--- src/rtl/pc_seq.sv ---
// pc_seq: program-counter sequencer that fetches the reset vector, then applies MPC hold/inc/load/jump.
// Define PC_ALIGN_CHECK_EN to add the odd-address FAULT state and the pc_fault output.
module pc_seq #(
    parameter logic [15:0] RESET_VEC = 16'hFFFE
) (
    input  logic        clk,
    input  logic        rst,
    input  logic [2:0]  MPC,
    input  logic [2:0]  jmp_cond,
    input  logic [9:0]  jmp_off,
    input  logic [3:0]  SR_flags,
    input  logic [15:0] MDB_out,
    input  logic        mem_ready,
    output logic [15:0] reg_PC_out,
    output logic [15:0] pc_MAB,
    output logic        fetch_req,
    output logic        pc_valid,
`ifdef PC_ALIGN_CHECK_EN
    output logic        pc_fault,
`endif
    output logic        jmp_taken
);

`ifdef PC_ALIGN_CHECK_EN
    typedef enum logic [1:0] {VEC_REQ, RUN, FAULT} state_t;
`else
    typedef enum logic [1:0] {VEC_REQ, RUN} state_t;
`endif

    state_t      state;
    logic [15:0] pc;
    logic [15:0] pc_plus2;

    // SR_flags packs {V,N,Z,C}
    function automatic logic cond_met(input logic [2:0] cond, input logic [3:0] flags);
        logic v, n, z, c;
        v = flags[3];
        n = flags[2];
        z = flags[1];
        c = flags[0];
        case (cond)
            3'd0:    return ~z;
            3'd1:    return z;
            3'd2:    return ~c;
            3'd3:    return c;
            3'd4:    return n;
            3'd5:    return ~(n ^ v);
            3'd6:    return n ^ v;
            default: return 1'b1;
        endcase
    endfunction

    function automatic logic [15:0] jump_disp(input logic [9:0] off);
        return {{5{off[9]}}, off, 1'b0};
    endfunction

    function automatic logic [15:0] word_addr(input logic [15:0] addr);
        return {addr[15:1], 1'b0};
    endfunction

    assign pc_plus2   = pc + 16'd2;
    assign reg_PC_out = pc;
    assign pc_MAB     = (state == VEC_REQ) ? RESET_VEC : pc;
`ifdef PC_ALIGN_CHECK_EN
    assign fetch_req  = (state != FAULT);
`else
    assign fetch_req  = 1'b1;
`endif

    always_ff @(posedge clk or posedge rst) begin
        if (rst) begin
            state     <= VEC_REQ;
            pc        <= 16'h0000;
            jmp_taken <= 1'b0;
            pc_valid  <= 1'b0;
`ifdef PC_ALIGN_CHECK_EN
            pc_fault  <= 1'b0;
`endif
        end else begin
            jmp_taken <= 1'b0;
            case (state)
                VEC_REQ: begin
                    if (mem_ready) begin
                        pc <= word_addr(MDB_out);
`ifdef PC_ALIGN_CHECK_EN
                        if (MDB_out[0]) begin
                            state    <= FAULT;
                            pc_fault <= 1'b1;
                        end else begin
                            state    <= RUN;
                            pc_valid <= 1'b1;
                        end
`else
                        state    <= RUN;
                        pc_valid <= 1'b1;
`endif
                    end
                end
                RUN: begin
                    case (MPC)
                        3'd1: if (mem_ready) pc <= pc_plus2;
                        3'd2: begin
                            if (mem_ready) begin
                                pc <= word_addr(MDB_out);
`ifdef PC_ALIGN_CHECK_EN
                                if (MDB_out[0]) begin
                                    state    <= FAULT;
                                    pc_fault <= 1'b1;
                                    pc_valid <= 1'b0;
                                end
`endif
                            end
                        end
                        // Jumps advance regardless of mem_ready; the offset is relative to PC+2
                        3'd3: begin
                            if (cond_met(jmp_cond, SR_flags)) begin
                                pc        <= pc_plus2 + jump_disp(jmp_off);
                                jmp_taken <= 1'b1;
                            end else begin
                                pc <= pc_plus2;
                            end
                        end
                        default: ;
                    endcase
                end
                default: ;
            endcase
        end
    end

endmodule

--- config.mk ---
export PLATFORM = sky130hd
export DESIGN_NAME = pc_seq
export DESIGN_NICKNAME = d
export VERILOG_FILES = /design/src/rtl/pc_seq.sv
export SDC_FILE = /design/constraint.sdc
export NUM_CORES = 1
export LEC_CHECK = 0
export CORE_ASPECT_RATIO = 0.7
export CORE_UTILIZATION = 48
export DETAILED_ROUTE_END_ITERATION = 7
export DONT_BUFFER_PORTS = 1
export PLACE_DENSITY_LB_ADDON = 0.2
export SLEW_MARGIN = 10
export SYNTH_ARGS = -nofsm -noshare
export SYNTH_HDL_FRONTEND = slang
export SYNTH_SLANG_ARGS = --single-unit
--- constraint.sdc ---
create_clock -name clk -period 2.75 [get_ports clk]
set_input_delay 0 -clock clk [delete_from_list [all_inputs] [get_ports clk]]
set_output_delay 0 -clock clk [all_outputs]
set_load 0.03 [all_outputs]
==> metrics.txt, run 1 <==
worst-margin pin slew 0.7407 ns; initial antenna violation count 0; crit path from reg_PC_out[1]$_DFFE_PP0P_; Gate Count Post-Synth 306; vias in the first global route 2295; crit share post-route 99.55%; Leak 0.001231 uW; fin util 63.13%; crit-path max cell delay 0.40 ns; Setup Skew 0.005648 ns; core area 4782 um^2; die footprint 5259 um^2; Ys Warns 0; syn nets 362; DRC violations left 0; R2R setup slack 0.01 ns; CTS buffer count 3; mapped cell area 2385 um^2; sw frac 52.60%; CTS root buf clkbuf_8; Vias/cell 6.370; Worst Setup EP reg_PC_out[15]$_DFFE_PP0P_; Levels on crit path 12; I/O Buffers 0; highest-delay cell along the critical path dfrtp_2; Via Count 2631; Crit path max-delay family compound AO/OA/AOI/OAI gates; wire per inst 19.06 um; critical path type flip-flop to flip-flop; CTS Buffer Depth 2; syn avg cell area 7.793 um^2; Req. time, crit path 2.90 ns; crit path buf inv count 1; I/O pin count 74; die width 86.25 um; Nets 401; Worst R2R End reg_PC_out[15]$_DFFE_PP0P_; H-Tree Depth 1; Critical Path Source Type flip-flop; worst slack at placement -0.007687 ns; MaxCap Viol Count 0; VDD IR-drop max 613.6 uV; hold crit path type input pin to flip-flop; Post-synth EDFFs 0; FMAX 365.3 MHz; cell breakdown of the critical path ha_1 > nand2_1 > buf_4 > nor3_1 > xnor2_1 > ha_1 > nand2_1 > a21boi_0 > o21ai_1 > a22oi_2 > xnor2_1 > a211o_1; sequential area share after synthesis 18.89%; drt first pass iters 4; final wirelength 7.873 mm; largest net degree at the start of global routing 25; Critical Path Fanout Max 5; Clk pwr share 7.8%; Final WS setup 0.01244 ns; clk slew on worst S/H paths 0.08 ns; Async S/R FF share, synth 100.0%; Final min period 2.738 ns; commonest cells after routing, fill and taps aside buf_4 (39), nand2_1 (25), a21oi_1 (20), nor2_1 (17); GRT overflow 0; placed cell area 2733 um^2; endpoints failing setup 0; layout cells sized above 1 25.58%; status complete, no violations; post-synth cell types 62; gr usage total 29.57%; RSZ-0062 raised after global routing true; Worst-Skew Late Latency 0.26 ns; Rows 21; worst r2r path cells 12; Tot Pwr 2922 uW; Gate power share 76.2%; clock sink count 18; Final HPWL DP 5.905 mm; Reg2Reg Launch Point reg_PC_out[1]$_DFFE_PP0P_; Initial Util 49.87%; Hold Vio Cnt, Final 0; n_diodes 0; DR iter-0 viols 257; Chip Height 60.98 um; TritonCTS clock tree built; critical path endpoint category flip-flop; Sequential Power Share 16.0%; Detail Route Antenna Nets 0; Max-slew headroom 50.56%; Pins Over Slew Limit 0; Power Internal 1385 uW; worst path arrival time 2.89 ns; first-pass GRT wire length 11.82 mm; global placer's final weighted congestion 0.8991; register bit count reported by yosys 18; PD cells 967.7 nW/um^2; most common cell after layout, fill and taps aside buf_4; Layout area overhead 26.60%; ys flop type dfrtp_1; NetSw 1537 uW; fin area 3019 um^2
-- synthesized netlist by cell type (2+ instances only) --
library cell / instances / area [um^2]
a211o_1: 2 / 17.52
a211oi_1: 3 / 22.52
a21boi_0: 4 / 30.03
a21o_1: 8 / 60.06
a21oi_1: 23 / 115.1
a221oi_1: 5 / 43.79
a22oi_1: 3 / 22.52
a31oi_1: 5 / 31.28
a32oi_1: 2 / 17.52
and2_1: 3 / 18.77
and3_1: 5 / 31.28
buf_1: 2 / 7.510
buf_2: 2 / 10.01
clkbuf_1: 5 / 18.77
dfrtp_1: 18 / 450.4
ha_1: 16 / 200.2
inv_1: 8 / 30.03
mux2_2: 7 / 78.83
mux2i_1: 4 / 40.04
nand2_1: 25 / 93.84
nand2b_1: 14 / 87.58
nand3_1: 15 / 75.07
nand4_1: 6 / 37.54
nor2_1: 18 / 67.56
nor2b_1: 3 / 18.77
nor3_1: 7 / 35.03
nor4_1: 4 / 25.02
nor4b_1: 2 / 17.52
o211ai_1: 5 / 37.54
o21a_1: 3 / 22.52
o21ai_0: 17 / 85.08
o22a_1: 3 / 26.28
o22ai_1: 4 / 25.02
o31ai_1: 5 / 37.54
or3_1: 3 / 18.77
xnor2_1: 13 / 113.9
xor2_1: 9 / 78.83
-- registers in the layout (all words and copies together), names as in the netlist --
register and cells:
pc_valid 1, jmp_taken 1, reg_PC_out 16
-- repair_timing --
| action | in CTS | in global routing |
|---|---|---|
| setup endpoints to repair | 2 | 9 |
| hold buffers | 5 | 0 |
| resized for setup | 4 | 27 |
| pin swaps | 1 | 10 |
| setup buffers | 0 | 1 |
| hold endpoints to repair | 23 | 0 |
-- cells by family after synthesis --
kind of cell	share of synthesized area, %
adder cells (fa/ha/maj)	9.234
AO/OA/AOI/OAI	28.59
buffers and inverters	3.096
AND/OR/NAND/NOR	26.39
multiplexers	5.562
flip-flops	18.89
XOR/XNOR	8.080
other	0.1572
-- final cells by class --
cell class,instances,area [um^2]
clock buffer,4,55.05
fill,442,1763
inverter,8,30.03
multi-input combinational,270,2047
sequential,18,457.9
tap,69,86.33
timing repair buffer,44,342.8
-- per-stage QoR --
step	TNS [ns]	hold slack, ns	cells
finish	0	0.03849	413
global route	-0.1582	0.08744	413
CTS	0	0.03964	412
detailed placement	-0.007687	0.06721	403
global placement	0	0.06112	403
floorplan	0	-0.06184	306
-- power groups by stage --
| stage | clock [uW] | sequential [uW] | combinational [uW] |
|---|---|---|---|
| global placement | 0 | 449 | 1960 |
| floorplan | 0 | 601 | 1230 |
| finish | 228 | 467 | 2230 |
| detailed placement | 0 | 453 | 1990 |
| global route | 243 | 478 | 2410 |
| CTS | 228 | 449 | 2030 |
-- worst reg2reg max path, cell delays in order, from the launching register on --
cell and delay [ns]:
dfrtp_2 0.40, ha_1 0.18, nand2_1 0.13, buf_4 0.17
nor3_1 0.26, xnor2_1 0.18, ha_1 0.37, nand2_1 0.09
a21boi_0 0.17, o21ai_1 0.11, a22oi_2 0.20, xnor2_1 0.09
a211o_1 0.28
-- how the worst min path moves through the flow --
stage                 from                         to  slack, ns  cells after the start
CTS                 MPC[2]        jmp_taken$_DFF_PP0_       0.04                      3
global route        MPC[2]        jmp_taken$_DFF_PP0_       0.09                      3
floorplan              rst        jmp_taken$_DFF_PP0_      -0.06                      1
global placement       rst  reg_PC_out[0]$_DFFE_PP0P_       0.06                      1
detailed placement     rst  reg_PC_out[0]$_DFFE_PP0P_       0.07                      1
finish              MPC[2]        jmp_taken$_DFF_PP0_       0.04                      3
-- layer usage --
layer  routed length [um]  vias to the layer above  global-route usage [%]
met3                  714                        4                   4.762
met5                    0                        -                       0
li1                     -                     1238                       -
met4                   39                        0                   2.857
met2                 3301                      120                   43.54
met1                 3817                     1269                   46.38
(Power assumes the default switching activity.)
==> inputs of run 2 (changes only) <==
Settings changed: ABC_CLOCK_PERIOD_IN_PS set to 2750, CTS_BUF_LIST set to sky130_fd_sc_hd__clkbuf_16.
==> run 2 against run 1 <==
Compared with the run above:
- setup slack improved by 0.0012 ns
- combinational power about the same
- die area unchanged
- cell count decreased by 0.24%
- critical path type unchanged
==> metrics.txt, run 2 (synthesized netlist as in run 1, its figures left out) <==
crit share post-route 99.51% (about the same); Critical Path Fanout Max 5 (unchanged); PD cells 979.6 nW/um^2 (+1.2%); clk slew on worst S/H paths 0.06 ns (-0.02 ns); Final HPWL DP 5.905 mm (unchanged); Fin Setup TNS 0 ns (unchanged); # fillers 436 (-1.4%); layout cells sized above 1 24.20% (-1.4 points); critical path type flip-flop to flip-flop; Max-slew headroom 50.80% (+0.23 points); Leak 0.001235 uW (+0.37%); CTS Buffer Depth 2 (unchanged); drt first pass iters 5 (+1); fin area 3023 um^2 (+0.12%); hold endpoint jmp_taken$_DFF_PP0_; commonest cells after routing, fill and taps aside buf_4 (38), nand2_1 (25), a21oi_1 (20), nor2_1 (17); Hold Startpoint MPC[2]; clock sink count 18 (unchanged); first-pass GRT wire length 11.87 mm (+0.41%); worst path arrival time 2.87 ns (-0.02 ns); Vias/cell 6.444 (+1.2%); Initial Util 49.87% (unchanged); Detail Route Antenna Nets 0 (unchanged); Rows 21 (unchanged); largest net degree at the start of global routing 25 (unchanged); Worst R2R End reg_PC_out[15]$_DFFE_PP0P_; max reg flops 16 (unchanged); global placer's final weighted congestion 0.8991 (unchanged); hold crit path type input pin to flip-flop; Worst-Skew Late Latency 0.25 ns (about the same); Layout area overhead 26.76%; TritonCTS clock tree built; Nets 400 (-0.25%); Hold Vio Cnt, Final 0 (unchanged); RSZ-0062 raised after global routing true; Chip Height 60.98 um (unchanged); worst r2r path cells 11 (-1); Setup Fix Bufs, Post-CTS 0 (unchanged); core area 4782 um^2 (unchanged); n_diodes 0 (unchanged); die width 86.25 um (unchanged); vias in the first global route 2307 (+0.52%); I/O Buffers 0 (unchanged); status complete, no violations; Reg2Reg Launch Point reg_PC_out[6]$_DFFE_PP0P_; fin util 63.21% (+0.078 points); sequential cell area 457.9 um^2 (unchanged); area occupied by multi-input gates 2034 um^2 (-0.61%); initial antenna violation count 0 (unchanged); worst-margin pin slew 0.7373 ns (-0.003478 ns); FMAX 365.4 MHz (about the same); Critical Path Source Type flip-flop; Final min period 2.736 ns (-0.001157 ns); Via Count 2655 (+0.91%); endpoints failing setup 0 (unchanged); H-Tree Depth 1 (unchanged); VDD IR-drop max 620.7 uV (+1.2%); CTS buffer count 3 (unchanged); I/O pin count 74 (unchanged); hold depth 3 (unchanged); Req. time, crit path 2.89 ns (about the same); most common cell after layout, fill and taps aside buf_4; MaxCap Viol Count 0 (unchanged); placed cell area 2733 um^2 (unchanged); final wirelength 7.843 mm (-0.38%); die footprint 5259 um^2 (unchanged); DRC violations left 0 (unchanged); GRT overflow 0 (unchanged); Setup Skew 0.002968 ns (-0.002680 ns); DR iter-0 viols 301 (+17%); R2R setup slack 0.01 ns (about the same); gr usage total 29.75% (+0.18 points); critical path endpoint category flip-flop; CTS root buf clkbuf_16; Pins Over Slew Limit 0 (unchanged); wire per inst 19.04 um (-0.14%)
run 2: report_power, final:
part	switching, uW	internal, uW
Combinational	1310	892
Clock	107	193
Sequential	117	346
run 2: per-stage QoR:
stage	worst slack [ns]	instances	total power [uW]	hold WS, ns
2_1_floorplan	0.0002380	306	1834	-0.06184
3_3_place_gp	0.01070	403	2412	0.06112
3_5_place_dp	-0.007687	403	2443	0.06721
4_1_cts	0.006102	412	2781	0.04942
5_1_grt	-0.09633	412	3163	0.1051
6_report	0.01360	412	2961	0.05866
run 2: worst max-delay path by stage:
| stage | slack, ns | endpoint | depth (start not counted) | startpoint |
|---|---|---|---|---|
| finish | 0.01 | reg_PC_out[15]$_DFFE_PP0P_ | 11 | reg_PC_out[6]$_DFFE_PP0P_ |
| global placement | 0.01 | reg_PC_out[15]$_DFFE_PP0P_ | 12 | reg_PC_out[2]$_DFFE_PP0P_ |
| global route | -0.1 | reg_PC_out[15]$_DFFE_PP0P_ | 12 | reg_PC_out[2]$_DFFE_PP0P_ |
| floorplan | 0.0002 | reg_PC_out[15]$_DFFE_PP0P_ | 12 | reg_PC_out[4]$_DFFE_PP0P_ |
| detailed placement | -0.008 | reg_PC_out[15]$_DFFE_PP0P_ | 12 | reg_PC_out[2]$_DFFE_PP0P_ |
| CTS | 0.006 | reg_PC_out[15]$_DFFE_PP0P_ | 12 | reg_PC_out[6]$_DFFE_PP0P_ |
run 2: cell type report:
| class | count | share of cell area (%) |
|---|---|---|
| clock buffers | 3 | 2.483 |
| clock inverters | 1 | 0.1242 |
| inverters | 8 | 0.9934 |
| multi-input cells | 270 | 67.30 |
| flip-flops and latches | 18 | 15.15 |
| well taps | 69 | 2.856 |
| repair buffers | 43 | 11.09 |
run 2: timing repair:
item	CTS	global route
hold endpoints to repair	23	0
setup endpoints to repair	2	9
resized for setup	4	24
hold buffers	5	0
pin swaps	1	7
run 2: worst max-delay path: stages, from the launching register on:
cell and delay (ns):
dfrtp_2 0.38, nand3_4 0.13, nor2_4 0.14, nand2_1 0.07, xnor2_1 0.38, ha_1 0.33, a21o_1 0.19, a31oi_2 0.25
nor4b_4 0.24, a22oi_2 0.08, xnor2_1 0.13, a211o_1 0.28
run 2: metal layers:
metal | vias to the layer above | routed length (um) | track usage, %
met3 | 4 | 861 | 5.170
li1 | 1241 | - | -
met5 | - | 0 | 0
met2 | 153 | 3356 | 44.56
met1 | 1257 | 3579 | 45.80
met4 | 0 | 45 | 3.095
